===== src/rtl/pb_pkg.sv =====
// Shared types, default parameters and width helper for the push-button mode controller.
package pb_pkg;

    localparam int DB_CYC_DEF   = 16;
    localparam int LONG_CYC_DEF = 50000;

    typedef enum logic [1:0] {
        REL      = 2'd0,
        PRS      = 2'd1,
        PRS_LONG = 2'd2
    } chan_state_t;

    // Bits needed to hold the values 0..n-1, never less than one.
    function automatic int cnt_width(input int n);
        return (n <= 2) ? 1 : $clog2(n);
    endfunction

endpackage


===== src/rtl/pb_mode_ctrl_if.sv =====
// Button/setting bundle between the handlebar buttons, the mode controller and the assist logic.
interface pb_mode_ctrl_if
    import pb_pkg::*;
#(
    parameter int NUM_CH  = 1,
    parameter int NUM_SET = 4
);
    localparam int SET_W = cnt_width(NUM_SET);

    logic [NUM_CH-1:0]       btn_n;
    logic [NUM_CH*SET_W-1:0] setting;
    logic [NUM_CH-1:0]       short_pulse;
    logic [NUM_CH-1:0]       long_pulse;

    modport master (
        output btn_n,
        input  setting,
        input  short_pulse,
        input  long_pulse
    );

    modport slave (
        input  btn_n,
        output setting,
        output short_pulse,
        output long_pulse
    );

endinterface


===== src/rtl/pb_chan.sv =====
// One button channel: synchroniser, debouncer, press/release FSM and wrap-around setting counter.
// Long-press restore to the default setting is built only when PB_LONG_PRESS_EN is defined.
module pb_chan
    import pb_pkg::*;
#(
    parameter  int NUM_SET  = 4,
    parameter  int RST_SET  = 2,
    parameter  int DB_CYC   = DB_CYC_DEF,
    parameter  int LONG_CYC = LONG_CYC_DEF,
    localparam int SET_W    = cnt_width(NUM_SET)
) (
    input  logic             clk,
    input  logic             rst,
    input  logic             btn_n,
    output logic [SET_W-1:0] setting,
    output logic             short_pulse,
    output logic             long_pulse
);

    localparam int DBC_W = cnt_width(DB_CYC);

    if (NUM_SET < 2 || RST_SET < 0 || RST_SET >= NUM_SET || DB_CYC < 1 || LONG_CYC <= DB_CYC) begin : g_param_err
        $error("pb_chan: illegal parameter combination");
    end

    logic [1:0]       sync_reg;
    logic             db_reg;
    logic [DBC_W-1:0] dbc_reg;

    chan_state_t      state_reg, state_next;
    logic [SET_W-1:0] setting_reg, setting_next;
    logic             short_reg, short_next;

    // Debounced level only flips after DB_CYC consecutive disagreeing samples.
    always_ff @(posedge clk or posedge rst) begin
        if (rst) begin
            sync_reg <= 2'b11;
            db_reg   <= 1'b1;
            dbc_reg  <= '0;
        end else begin
            sync_reg <= {sync_reg[0], btn_n};
            if (sync_reg[1] != db_reg) begin
                if (dbc_reg == DBC_W'(DB_CYC - 1)) begin
                    db_reg  <= ~db_reg;
                    dbc_reg <= '0;
                end else begin
                    dbc_reg <= dbc_reg + 1'b1;
                end
            end else begin
                dbc_reg <= '0;
            end
        end
    end

`ifdef PB_LONG_PRESS_EN
    localparam int HOLD_W = cnt_width(LONG_CYC + 1);

    logic [HOLD_W-1:0] hold_reg, hold_next;
    logic              long_reg, long_next;

    always_ff @(posedge clk or posedge rst) begin
        if (rst) begin
            hold_reg <= '0;
            long_reg <= 1'b0;
        end else begin
            hold_reg <= hold_next;
            long_reg <= long_next;
        end
    end

    assign long_pulse = long_reg;
`else
    assign long_pulse = 1'b0;
`endif

    always_ff @(posedge clk or posedge rst) begin
        if (rst) begin
            state_reg   <= REL;
            setting_reg <= SET_W'(RST_SET);
            short_reg   <= 1'b0;
        end else begin
            state_reg   <= state_next;
            setting_reg <= setting_next;
            short_reg   <= short_next;
        end
    end

    // The FSM lags db by one cycle, so a state/db disagreement is the press or release edge.
    always_comb begin
        state_next   = state_reg;
        setting_next = setting_reg;
        short_next   = 1'b0;
`ifdef PB_LONG_PRESS_EN
        hold_next    = hold_reg;
        long_next    = 1'b0;
`endif
        case (state_reg)
            REL: begin
                if (!db_reg) begin
                    state_next = PRS;
`ifdef PB_LONG_PRESS_EN
                    hold_next  = '0;
`endif
                end
            end
            PRS: begin
                if (db_reg) begin
                    state_next   = REL;
                    short_next   = 1'b1;
                    setting_next = (setting_reg == SET_W'(NUM_SET - 1)) ? '0 : setting_reg + 1'b1;
                end
`ifdef PB_LONG_PRESS_EN
                else if (hold_reg == HOLD_W'(LONG_CYC - 1)) begin
                    // Counter parks at LONG_CYC; PRS_LONG never re-arms until the next press.
                    state_next   = PRS_LONG;
                    hold_next    = HOLD_W'(LONG_CYC);
                    long_next    = 1'b1;
                    setting_next = SET_W'(RST_SET);
                end else begin
                    hold_next = hold_reg + 1'b1;
                end
`endif
            end
            PRS_LONG: begin
                if (db_reg) begin
                    state_next = REL;
                end
            end
            default: begin
                state_next = REL;
            end
        endcase
    end

    assign setting     = setting_reg;
    assign short_pulse = short_reg;

endmodule


===== src/rtl/pb_mode_ctrl.sv =====
// Multi-channel push-button mode controller: one independent pb_chan per button, outputs packed.
// Optional long-press default restore is enabled with PB_LONG_PRESS_EN.
module pb_mode_ctrl
    import pb_pkg::*;
#(
    parameter  int NUM_CH   = 1,
    parameter  int NUM_SET  = 4,
    parameter  int RST_SET  = 2,
    parameter  int DB_CYC   = DB_CYC_DEF,
    parameter  int LONG_CYC = LONG_CYC_DEF,
    localparam int SET_W    = cnt_width(NUM_SET)
) (
    input  logic          clk,
    input  logic          rst,
    pb_mode_ctrl_if.slave bus
);

    logic [NUM_CH*SET_W-1:0] setting;
    logic [NUM_CH-1:0]       short_pulse;
    logic [NUM_CH-1:0]       long_pulse;

    for (genvar gi = 0; gi < NUM_CH; gi++) begin : g_chan
        pb_chan #(
            .NUM_SET  (NUM_SET),
            .RST_SET  (RST_SET),
            .DB_CYC   (DB_CYC),
            .LONG_CYC (LONG_CYC)
        ) u_chan (
            .clk         (clk),
            .rst         (rst),
            .btn_n       (bus.btn_n[gi]),
            .setting     (setting[gi*SET_W +: SET_W]),
            .short_pulse (short_pulse[gi]),
            .long_pulse  (long_pulse[gi])
        );
    end

    assign bus.setting     = setting;
    assign bus.short_pulse = short_pulse;
    assign bus.long_pulse  = long_pulse;

endmodule


===== src/flat_wrapper.sv =====
// flat-port wrapper written by rule: the top's interface ports become plain ports
module pb_mode_ctrl_flat import pb_pkg::*;
#(
    parameter  int NUM_CH   = 1,
    parameter  int NUM_SET  = 4,
    parameter  int RST_SET  = 2,
    parameter  int DB_CYC   = DB_CYC_DEF,
    parameter  int LONG_CYC = LONG_CYC_DEF,
    localparam int SET_W    = cnt_width(NUM_SET)
)
  (clk, rst, bus_btn_n, bus_setting, bus_short_pulse, bus_long_pulse);
  pb_mode_ctrl_if #(.NUM_CH(NUM_CH), .NUM_SET(NUM_SET)) bus_i ();
  input  logic clk;
  input  logic rst;
  input wire logic [$bits(bus_i.btn_n)-1:0] bus_btn_n;
  output wire logic [$bits(bus_i.setting)-1:0] bus_setting;
  output wire logic [$bits(bus_i.short_pulse)-1:0] bus_short_pulse;
  output wire logic [$bits(bus_i.long_pulse)-1:0] bus_long_pulse;
  assign bus_i.btn_n = bus_btn_n;
  assign bus_setting = bus_i.setting;
  assign bus_short_pulse = bus_i.short_pulse;
  assign bus_long_pulse = bus_i.long_pulse;
  pb_mode_ctrl #(.NUM_CH(NUM_CH), .NUM_SET(NUM_SET), .RST_SET(RST_SET), .DB_CYC(DB_CYC), .LONG_CYC(LONG_CYC)) u_core (.clk(clk), .rst(rst), .bus(bus_i));
endmodule

===== config.mk =====
export PLATFORM = sky130hd
export DESIGN_NAME = pb_mode_ctrl_flat
export DESIGN_NICKNAME = d
export VERILOG_FILES = /design/src/rtl/pb_pkg.sv /design/src/rtl/pb_mode_ctrl_if.sv /design/src/rtl/pb_chan.sv /design/src/rtl/pb_mode_ctrl.sv /design/src/flat_wrapper.sv
export SDC_FILE = /design/constraint.sdc
export NUM_CORES = 1
export LEC_CHECK = 0
export CAP_MARGIN = 20
export CORE_AREA = 2 2 39 41
export CTS_CLUSTER_DIAMETER = 120
export DETAILED_ROUTE_END_ITERATION = 6
export DIE_AREA = 0 0 41 43
export SYNTH_ARGS = -nofsm -noshare
export SYNTH_HDL_FRONTEND = slang
export SYNTH_SLANG_ARGS = --single-unit
export TNS_END_PERCENT = 10

===== constraint.sdc =====
create_clock -name clk -period 1.2 [get_ports clk]
set_input_delay 0.12 -clock clk [delete_from_list [all_inputs] [get_ports clk]]
set_output_delay 0.12 -clock clk [all_outputs]
set_load 0.02 [all_outputs]

==> metrics.txt <==
Synth Warn #=0; number of cells produced by synthesis=33; Starting Density=33.27%; Final WS setup=slightly below 0.03 ns; commonest non-fill, non-tap cell in the layout=dfrtp_1; flops & latches, synth=11; routed via count=263; pre-CTS setup slack=-0.02620 ns; Clock Pin Slew Worst Setup and Hold Paths=0.07 ns; Clock Latency Late Sink=0.27 ns; pin count of the biggest net entering global routing=12; RePlAce Congestion=between 0.6 and 0.7; status=complete, no violations; CP peak stage delay=0.53 ns; RR Startpoint=u_core.g_chan[0].u_chan.setting[1]; proportion of layout cells with a drive suffix above 1=41.86%; IO buf count=5; Max Slew Vio Count=0; # nets final=50; Synth Cell Area=460.4 sq um; placed inst area=538.0 sq um; IO Count=7; Clock Tree Buf Depth=2; MaxCap Viol Count=0; CTS sink cnt=11; Die H=43 microns; CTS tree=yes; Worst path slowest cell=dfstp_2; H-Tree Depth=1; PD cells=approximately 1400 nW/um^2; post-synthesis sequential area ratio=60.87%; Post-Route WL=695 microns; worst reg2reg path depth=3; first-pass GRT wire length=1.283 mm; CTS buffer count=3; Tmin final=approximately 1.2 ns; peak supply drop=635.7 uV; crit-path cells=buf_4 > ha_1 > mux2_2; fin crit share=97.54%; met2 wire len=around 380 microns; hold buffer count at cts=0; cell area after layout=between 500 and 600 sq um; vias per cell=4.458; R2R setup slack=0.03 ns; crit path max fanout=2; top routing layer in use=met4; DR WL/cell=around 12 microns; Highest Clock Rate=854.3 MHz; Worst EP arrival=1.37 ns; Pre-antenna DRT Iters=3; CP Data Required Time=1.40 ns; syn nets=39; number of global-route vias before repair=304; met3 WL=31 microns; Chip Width=41 microns; post-CTS setup buffers=0; Core Region=~1400 sq um; antenna viol nets, final=0; filler cell count=between 100 and 150; crit path kind=register to register; initial drt markers=1; Synth cell types=16; commonest cells after routing, fill and taps aside=dfrtp_1 (7), dfstp_2 (4), xnor2_1 (3), clkbuf_4 (3); antenna violations before repair=0; # setup viols final=0; Metal-1 WL=270 microns; grt ovf=0; final count of hold timing violations=0; max FFs per register=4; Ant. Diodes=0; # DRC=0; num rows=14; Worst Hold Class=input port to asynchronous set/reset pin; root buffer cell=clkbuf_4; hold_ws=0.1319 ns; Setup crit end kind=register; Die ar.=about 1800 sq um; synthesized area per cell=13.95 sq um; leakage=0.2649 nW; RR Endpoint=u_core.g_chan[0].u_chan.setting[1]; RSZ-0062 raised after global routing=yes; GRT Total Usage=a little under an eighth; crit start category=register; skew final=0.004969 ns; P&R area growth vs syn=22.28%
-- stage by stage --
stage               setup TNS [ns]  power (mW)  util (%)  instances
floorplan                        0      0.4997         -         33
global placement          -0.02080      0.5125     38.88         55
detailed placement        -0.02620      0.5198     38.88         55
CTS                              0      0.7734     40.78         59
global route              -0.05346      0.8098     40.69         59
finish                           0      0.7621     40.69         59
-- how the worst max path moves through the flow --
stage	end	slack, ns	start
CTS	u_core.g_chan[0].u_chan.setting[0]	0.008	u_core.g_chan[0].u_chan.db_reg
global placement	bus_setting[1]	-0.02	u_core.g_chan[0].u_chan.setting[1]
finish	u_core.g_chan[0].u_chan.setting[1]	0.03	u_core.g_chan[0].u_chan.setting[1]
floorplan	u_core.g_chan[0].u_chan.setting[0]	0.04	u_core.g_chan[0].u_chan.db_reg
global route	u_core.g_chan[0].u_chan.dbc_reg[3]	-0.03	u_core.g_chan[0].u_chan.dbc_reg[0]
detailed placement	bus_setting[1]	-0.03	u_core.g_chan[0].u_chan.setting[1]
-- worst max-delay path: cells and delay by family (launching register included) --
family	cells	cell delay, ns
mux	1	0.26
fa+ha+maj	1	0.21
flops	1	0.53
buf+inv	1	0.10
-- Yosys cell counts --
library cell  number  area share (%)
a21oi_1            2             2.2
buf_4              1             1.6
conb_1             1            0.81
dfrtp_1            7              38
dfstp_2            4              23
ha_1               3             8.2
inv_1              2             1.6
mux2_2             2             4.9
mux2_4             1             3.3
nand3_2            1             2.2
nand4b_1           1             1.9
nor2_1             2             1.6
nor2b_1            1             1.4
nor3b_2            1             2.7
o21ai_0            1             1.1
xnor2_1            3             5.7
-- power by group --
part	internal, mW	leakage, nW	switching (mW)	total [mW]
combinational	0.0482	0.113	0.0350	0.0832
sequential	0.405	0.135	0.0265	0.432
clock	0.123	0.0177	0.124	0.247
total	0.577	0.265	0.185	0.762
-- metal layers --
metal / GRT usage, % / vias to the layer above
li1: - / 127
met4: 8.000 / 0
met5: 0 / -
met3: 4.712 / 2
met2: 16.56 / 6
met1: 13.13 / 128
-- cell type report --
type | count | area (sq um) | share of cell area (%)
clock buffer | 3 | 22.52 | 4.000
clock inverter | 1 | 5.005 | 0.8889
inverter | 2 | 7.507 | 1.333
sequential | 11 | 280.3 | 49.78
multi-input combinational | 19 | 170.2 | 30.22
timing repair buffer | 7 | 57.56 | 10.22
tap | 16 | 20.02 | 3.556
-- cell families after synthesis --
family / after synthesis / share of synthesized area [%]
multiplexers: 3 / 8.151
flip-flops: 11 / 60.87
buffers and inverters: 3 / 3.262
XOR/XNOR: 3 / 5.708
AO/OA/AOI/OAI: 3 / 3.260
adder cells (fa/ha/maj): 3 / 8.153
AND/OR/NAND/NOR: 6 / 9.784
other: 1 / 0.8144
-- timing repair --
item / 4_1_cts / 5_1_grt
resized for setup: 5 / 3
setup endpoints to repair: 3 / 5
pin swaps: 0 / 2
No activity file was read; power rests on OpenSTA's default activity.
